**config.mk**
```make
export PLATFORM = sky130hd
export DESIGN_NAME = gb_timer
export DESIGN_NICKNAME = d
export VERILOG_FILES = /design/src/rtl/gb_pkg.sv /design/src/rtl/gb_timer.sv
export SDC_FILE = /design/constraint.sdc
export NUM_CORES = 1
export LEC_CHECK = 0
export BUFFER_PORTS_ARGS = -buffer_cell sky130_fd_sc_hd__buf_4
export CORE_MARGIN = 2
export CORE_UTILIZATION = 50
export CTS_BUF_LIST = sky130_fd_sc_hd__clkbuf_2
export DETAILED_ROUTE_END_ITERATION = 10
export GPL_TIMING_DRIVEN = 0
export PLACE_DENSITY_LB_ADDON = 0.12
export SYNTH_ARGS = -nofsm -noshare
export SYNTH_HDL_FRONTEND = slang
export SYNTH_SLANG_ARGS = --single-unit
export TNS_END_PERCENT = 10
```
**constraint.sdc**
```tcl
create_clock -name clk -period 2.3 [get_ports clk]
set_clock_uncertainty 0.2 [all_clocks]
set_input_delay 0 -clock clk [delete_from_list [all_inputs] [get_ports clk]]
set_output_delay 0 -clock clk [all_outputs]
set_load 0.01 [all_outputs]
```
**src/rtl/gb_pkg.sv**
```systemverilog
// gb_pkg: shared Game Boy I/O address map, timer FSM states and TAC tap selection
package gb_pkg;
    localparam logic [15:0] ADDR_DIV  = 16'hFF04;
    localparam logic [15:0] ADDR_TIMA = 16'hFF05;
    localparam logic [15:0] ADDR_TMA  = 16'hFF06;
    localparam logic [15:0] ADDR_TAC  = 16'hFF07;
    localparam logic [15:0] ADDR_IF   = 16'hFF0F;
    typedef enum logic {RUN, OVF} timer_state_t;
    localparam logic [3:0] TAP_IDX_00 = 4'd9;
    localparam logic [3:0] TAP_IDX_01 = 4'd3;
    localparam logic [3:0] TAP_IDX_10 = 4'd5;
    localparam logic [3:0] TAP_IDX_11 = 4'd7;
    function automatic logic [3:0] tap_idx(input logic [1:0] sel);
        return sel == 2'd0 ? TAP_IDX_00 : sel == 2'd1 ? TAP_IDX_01 : sel == 2'd2 ? TAP_IDX_10 : TAP_IDX_11;
    endfunction
endpackage

```
**src/rtl/gb_timer.sv**
```systemverilog
// gb_timer: DMG DIV/TIMA/TMA/TAC timer snooping Z80 writes to FF04-FF07.
// Ports: clk, Reset_n (sync, active low); z80_mreq_n/z80_write_n/z80_address/z80_dout
// bus snoop inputs; DIV/TIMA/TMA/TAC register values for read-back; timer_irq
// one-clock pulse on TIMA reload. RELOAD_DELAY (1-15) clocks from overflow to reload.
module gb_timer
    import gb_pkg::*;
#(
    parameter int unsigned RELOAD_DELAY = 4
) (
    input  logic        clk,
    input  logic        Reset_n,
    input  logic        z80_mreq_n,
    input  logic        z80_write_n,
    input  logic [15:0] z80_address,
    input  logic [7:0]  z80_dout,
    output logic [7:0]  DIV,
    output logic [7:0]  TIMA,
    output logic [7:0]  TMA,
    output logic [7:0]  TAC,
    output logic        timer_irq
);
    localparam logic [3:0] RELOAD_DLY = 4'(RELOAD_DELAY - 1);
    timer_state_t r_state, w_state_n;
    logic [15:0] r_sys_cnt;
    logic [7:0]  r_tima, r_tma, w_tima_n, w_tma_n;
    logic [3:0]  r_dly, w_dly_n;
    logic [2:0]  r_tac;
    logic        r_wr_q, r_tap_q, r_irq, w_irq_n;
    logic        w_wr, w_wstb, w_tap, w_inc;
    logic        w_wr_div, w_wr_tima, w_wr_tma, w_wr_tac;
    assign w_wr      = ~z80_mreq_n & ~z80_write_n;
    assign w_wstb    = w_wr & ~r_wr_q;
    assign w_wr_div  = w_wstb & (z80_address == ADDR_DIV);
    assign w_wr_tima = w_wstb & (z80_address == ADDR_TIMA);
    assign w_wr_tma  = w_wstb & (z80_address == ADDR_TMA);
    assign w_wr_tac  = w_wstb & (z80_address == ADDR_TAC);
    // Falling edge of the selected divider bit; a DIV clear or TAC change that
    // drops the tap also counts, as on real hardware.
    assign w_tap     = r_tac[2] & r_sys_cnt[tap_idx(r_tac[1:0])];
    assign w_inc     = r_tap_q & ~w_tap;
    // Reload picks up a TMA write landing on the same edge.
    assign w_tma_n   = w_wr_tma ? z80_dout : r_tma;
    always_comb begin
        w_state_n = r_state;
        w_tima_n  = r_tima;
        w_dly_n   = r_dly;
        w_irq_n   = 1'b0;
        if (r_state == RUN) begin
            if (w_wr_tima) begin
                w_tima_n = z80_dout;
            end else if (w_inc && r_tima == 8'hFF) begin
                w_tima_n  = 8'h00;
                w_dly_n   = RELOAD_DLY;
                w_state_n = OVF;
            end else if (w_inc) begin
                w_tima_n = r_tima + 8'd1;
            end
        end else if (r_dly == 4'd0) begin
            w_tima_n  = w_tma_n;
            w_irq_n   = 1'b1;
            w_state_n = RUN;
        end else if (w_wr_tima) begin
            w_tima_n  = z80_dout;
            w_state_n = RUN;
        end else begin
            w_dly_n  = r_dly - 4'd1;
            w_tima_n = w_inc ? r_tima + 8'd1 : r_tima;
        end
    end
    always_ff @(posedge clk) begin
        if (!Reset_n) begin
            r_state   <= RUN;
            r_sys_cnt <= '0;
            r_tima    <= '0;
            r_tma     <= '0;
            r_tac     <= '0;
            r_dly     <= '0;
            r_wr_q    <= 1'b0;
            r_tap_q   <= 1'b0;
            r_irq     <= 1'b0;
        end else begin
            r_state   <= w_state_n;
            r_sys_cnt <= w_wr_div ? 16'h0000 : r_sys_cnt + 16'd1;
            r_tima    <= w_tima_n;
            r_tma     <= w_tma_n;
            r_tac     <= w_wr_tac ? z80_dout[2:0] : r_tac;
            r_dly     <= w_dly_n;
            r_wr_q    <= w_wr;
            r_tap_q   <= w_tap;
            r_irq     <= w_irq_n;
        end
    end
    assign DIV       = r_sys_cnt[15:8];
    assign TIMA      = r_tima;
    assign TMA       = r_tma;
    assign TAC       = {5'b11111, r_tac};
    assign timer_irq = r_irq;
endmodule

```
==> reports/results.txt, run 1 <==
worst slew pin tran = 0.715 ns
Post-DRT Antenna Nets = 0
crit path max fanout = 5
EDFF count, synth = 0
synthesized flop and latch total = 43
minimum clock period = 2.25 ns
Initial Util = 52.7%
post-synthesis simple-gate area fraction = 26.6%
layout cells sized above 1 = 27.2%
CP max stage delay = 0.53 ns
P_leak = 1.31 nW
Slew Viols, Final = 0
data arrival at the endpoint of the critical path = 2.42 ns
vias in the first global route = 1944
CP delay by family, top = compound AO/OA/AOI/OAI gates
Nets = 373
crit share post-route = 97.9%
core area = 4410 µm²
top post-synthesis cells by area = dfxtp_1, mux2i_1, nor2_1, buf_4, xnor2_1
CTS Root Cell = clkbuf_2
DR WL/cell = 14.6 µm
largest net degree at the start of global routing = 14
slowest cell on the critical path = or4_1
WS Path Type = flip-flop to flip-flop
Placer Congestion = 0.858
Die Wd = 72.2 µm
Slew headroom = 52.2%
post-synthesis xor/xnor area fraction = 6.02%
ys async rst share = 0%
Hold Path Class = primary input to flip-flop
overall routing resource usage = 23.0%
CTS sink cnt = 43
compound-gate portion of the synthesized area = 14.9%
drt drc = 0
GR Overflow Total = 0
Setup WS pre-CTS = -0.0675 ns
Critical Path RT = 2.47 ns
PD cells = 457 nW/µm²
via count = 2207
Cells after Synth = 258
CP endpoint kind = flip-flop
reg2reg setup slack = 0.05 ns
CP Launch Type = flip-flop
number of diodes = 0
run status = finished clean
Mean Syn Cell Area = 9.02 µm²
worst-skew pair later-pin latency = 0.41 ns
synthesized area = 2330 µm²
1st-pass router iterations = 4
# setup viols final = 0
top cell type by total area after synthesis = dfxtp_1
warnings from Yosys = 0
crit path cell chain = mux2i_1, o221a_2, a41oi_1, or4_1, a21oi_1
via/cell ratio = 5.60
die height = 72.2 µm
fmax = 0.444 GHz
setup tns final = 0 ns
first-pass GRT wire length = 9.40 mm
final WL = 5.76 mm
num rows = 24
Max Cap Violations = 0
unrepaired setup endpoints after global routing = yes
CTS tree = built
Layout area overhead = 34.1%
Initial DRC Count = 101
area share of the largest cell type after synthesis = 37.0%
port bufs = 55
dpl cells = 369
fin cells = 394
post-route setup slack = 0.0475 ns
VDD IR max = 0.325 mV
Max Buffers Root-to-Sink = 2
Distinct cells, synth = 50
Util after Layout = 70.7%
Die Area = 5210 µm²
Reg clk slew, reported paths = 0.22 ns
Seq/Total Area, Yosys = 37.0%
Fin. Hold Viols = 0
main combinational cell family by area after synthesis = simple AND/OR/NAND/NOR gates
adder-cell share of the synthesized area = 2.15%
initial antenna violation count = 0
Main synth FF type = dfxtp_1
hpwl dp = 4.22 mm
CTS buffer count = 5
I/O pins = 61
post-CTS setup buffer count = 0
mux cell area share after synthesis = 6.51%
CTS H-tree lvls = 2
Crit path buffers/inverters = 0
==> flip-flops by register name, summed over array words and instances (netlist names) <==
register	cells
timer_irq	1
r_dly	4
r_wr_q	1
TMA	8
TIMA	8
r_state	1
r_tac	3
r_sys_cnt	16
r_tap_q	1
==> report_power, final <==
group | internal [W] | switching, W
clock | 0.000297 | 0.000253
combinational | 0.0000666 | 0.0000544
sequential | 0.000752 | 0.00000417
==> worst reg2reg max path: cells and delay by family, from the launching register on <==
kind | cells | cell delay, ns
compound gates | 3 | 0.66
mux | 1 | 0.35
flops | 1 | 0.47
simple gates | 1 | 0.53
==> repair_timing <==
item	CTS	global route
hold buffers	17	0
endpoints found under the setup margin	10	12
gates resized for setup	2	5
pin swaps	1	0
hold endpoints to repair	43	0
==> cells in the final DEF, fill, tap and decap left out, types with 4 or more instances in the layout <==
| cell type | n |
|---|---|
| dlygate4sd3_1 | 17 |
| nand2_1 | 7 |
| xor2_1 | 8 |
| nand3_1 | 12 |
| nand2b_1 | 5 |
| dfxtp_1 | 43 |
| mux2i_1 | 14 |
| xnor2_1 | 8 |
| o31ai_1 | 6 |
| and4_1 | 4 |
| ha_1 | 4 |
| nor4_1 | 4 |
| clkbuf_2 | 7 |
| and3_1 | 7 |
| nor2_1 | 33 |
| conb_1 | 5 |
| inv_1 | 10 |
| o32ai_1 | 5 |
| nor3_1 | 7 |
| a21oi_1 | 7 |
| buf_4 | 69 |
| nand4_1 | 9 |
| nor2b_1 | 4 |
==> Yosys cell counts, types with 6 or more instances <==
cell type  instances
dfxtp_1           43
nand3_1           12
nor2_1            33
inv_1             10
nor3_1             7
nand4_1            9
nand2_1            7
mux2i_1           14
and3_1             7
o31ai_1            6
a21oi_1            7
xor2_1             8
xnor2_1            8
buf_4             14
==> stage by stage <==
stage	hold WS [ns]	total power, W	cell area, µm²
floorplan	-0.0783	0.000815	2340
global placement	0.0557	0.000867	2820
detailed placement	0.0640	0.000868	2820
CTS	-0.0277	0.00143	3090
global route	0.0426	0.00148	3120
finish	0.0336	0.00143	3120
==> final timing paths <==
check | endpoint | start | cells past startpoint
min | TIMA[3] | z80_address[2] | 6
min reg2reg | r_sys_cnt[0] | r_sys_cnt[0] | 1
max | r_dly[3] | r_tac[0] | 5
max reg2reg | r_dly[3] | r_tac[0] | 5
==> cell families after synthesis <==
group | Yosys count
flops | 43
fa+ha+maj | 4
xor+xnor | 16
buf+inv | 27
simple gates | 110
mux | 15
compound gates | 42
other cells | 1
==> metal layers <==
layer  wire length [µm]  track usage, %
met1               2650            32.7
met4                 52            5.45
met3                443            5.42
met2               2620            35.5
met5                  0               0
==> final cells by class <==
class                      instances  area, µm²
clock inverter                     2       60.1
buffer                            17        118
tap                               52       65.1
sequential                        43        861
inverter                          10       37.5
clock buffer                       6       30.0
fill                             352       1290
multi-input combinational        192       1370
timing repair buffer              72        583
Note: power is estimated with default switching activity, not from simulation.
==> run 2: changes to the inputs <==
clock period = 2.4 ns   (was 2.3 ns; I/O delays follow)
==> reports/results.txt, run 2 (synthesized netlist as in run 1, its figures left out) <==
num rows = 24 (unchanged)
minimum clock period = 2.28 ns (was 2.25 ns)
layout cells sized above 1 = 26.4% (was 27.2%)
1st-pass router iterations = 4 (unchanged)
via/cell ratio = 5.64 (was 5.60)
crit share post-route = 95.1% (was 97.9%)
VDD IR max = 0.321 mV (was 0.325 mV)
CTS sink cnt = 43 (unchanged)
worst-skew pair later-pin latency = 0.43 ns (was 0.41 ns)
Slew Viols, Final = 0 (unchanged)
hpwl dp = 4.22 mm (unchanged)
via count = 2279 (was 2207)
crit path cell chain = mux2i_1, o221a_2, a41oi_1, or4_1, a21oi_1 (unchanged)
Initial DRC Count = 112 (was 101)
DR WL/cell = 15.2 µm (was 14.6 µm)
Finished Cell Area = 3210 µm² (was 3120 µm²)
P_leak = 1.34 nW (was 1.31 nW)
core area = 4410 µm² (unchanged)
CP max stage delay = 0.53 ns (about the same)
fmax = 0.438 GHz (was 0.444 GHz)
run status = finished clean (unchanged)
I/O pins = 61 (unchanged)
Pwr Total = 0.00138 W (was 0.00143 W)
CP endpoint kind = flip-flop (unchanged)
Die Area = 5210 µm² (unchanged)
drt drc = 0 (unchanged)
CTS buffer count = 5 (unchanged)
WS Path Type = flip-flop to flip-flop (unchanged)
Nets = 383 (was 373)
CTS tree = built (unchanged)
die height = 72.2 µm (unchanged)
port bufs = 55 (unchanged)
Reg clk slew, reported paths = 0.21 ns (was 0.22 ns)
dpl cells = 369 (unchanged)
Largest register FFs = 16 (unchanged)
Initial Util = 52.7% (unchanged)
# setup viols final = 0 (unchanged)
highest-count cells in the layout ignoring fill and taps = buf_4, dfxtp_1, nor2_1 (unchanged)
Max Buffers Root-to-Sink = 2 (unchanged)
Critical Path RT = 2.57 ns (was 2.47 ns)
PD cells = 429 nW/µm² (was 457 nW/µm²)
CTS Root Cell = clkbuf_2 (unchanged)
initial antenna violation count = 0 (unchanged)
overall routing resource usage = 24.6% (was 23.0%)
number of diodes = 0 (unchanged)
Hold Path Class = primary input to flip-flop (unchanged)
vias in the first global route = 2074 (was 1944)
fin cells = 404 (was 394)
unrepaired setup endpoints after global routing = yes (unchanged)
CP delay by family, top = compound AO/OA/AOI/OAI gates (unchanged)
Placed Area = 2820 µm² (unchanged)
crit path max fanout = 5 (unchanged)
worst slew pin tran = 0.706 ns (was 0.715 ns)
first-pass GRT wire length = 10.0 mm (was 9.40 mm)
Crit path buffers/inverters = 0 (unchanged)
Reg with most FFs = r_sys_cnt (unchanged)
CP Launch Type = flip-flop (unchanged)
Layout area overhead = 38.0% (was 34.1%)
Die Wd = 72.2 µm (unchanged)
largest net degree at the start of global routing = 14 (unchanged)
Max Cap Violations = 0 (unchanged)
Post-DRT Antenna Nets = 0 (unchanged)
Fin. Hold Viols = 0 (unchanged)
Slew headroom = 52.8% (was 52.2%)
Placer Congestion = 0.858 (unchanged)
final WL = 6.16 mm (was 5.76 mm)
slowest cell on the critical path = or4_1 (unchanged)
GR Overflow Total = 0 (unchanged)
data arrival at the endpoint of the critical path = 2.45 ns (was 2.42 ns)
CTS H-tree lvls = 2 (unchanged)
leading cell type in the layout, fill and taps excluded = buf_4 (unchanged)
setup tns final = 0 ns (unchanged)
==> run 2: area by class of cell <==
| class | instances | area, µm² |
|---|---|---|
| buffer | 17 | 118 |
| clock buffer | 6 | 30.0 |
| clock inverter | 2 | 60.1 |
| fill | 328 | 1200 |
| inverter | 10 | 37.5 |
| multi-input combinational | 192 | 1360 |
| sequential | 43 | 861 |
| tap | 52 | 65.1 |
| timing repair buffer | 82 | 683 |
==> run 2: metal layers <==
layer | GRT usage, % | vias to the layer above | wire length [µm] | share of wire, %
met4 | 5.66 | 0 | 67 | 1.1
met1 | 33.3 | 1048 | 2650 | 43
li1 | - | 1121 | - | -
met2 | 40.1 | 100 | 2900 | 47
met3 | 5.56 | 10 | 545 | 8.9
met5 | 0 | - | 0 | 0
==> run 2: metrics by stage <==
step	setup slack [ns]	utilization, %	hold WS (ns)
after floorplan	0.372	-	-0.0783
after global placement	0.0268	63.9	0.0557
after detailed placement	0.0325	63.9	0.0640
after CTS	0.000318	72.0	0.0134
after global routing	-0.0354	72.7	0.0313
final	0.117	72.7	0.0323
==> run 2: worst paths after layout <==
kind	cells past startpoint	from	slack (ns)	to
worst min-delay path	6	z80_address[2]	0.03	TIMA[3]
worst max-delay path	5	r_tac[0]	0.12	r_dly[3]
worst min register to register	1	r_sys_cnt[0]	0.29	r_sys_cnt[0]
worst max register to register	5	r_tac[0]	0.12	r_dly[3]
==> run 2: report_power, final <==
part	internal, W	total, W	switching [W]
logic	0.0000691	0.000123	0.0000541
clock network	0.000285	0.000529	0.000244
registers	0.000721	0.000725	0.00000395
total	0.00107	0.00138	0.000302
==> run 2: timing repair <==
| action | in CTS | in global routing |
|---|---|---|
| hold buffers | 27 | 0 |
| setup buffers | 0 | 0 |
| endpoints found under the setup margin | 0 | 17 |
| resized for setup | 0 | 7 |
| endpoints found under the hold margin | 43 | 0 |
==> run 2: tightest hold or removal path, stage by stage <==
cell	delay, ns
buf_4	0.10
and3_1	0.16
nand3_1	0.14
o21bai_1	0.07
o31ai_1	0.08
a2111oi_2	0.07
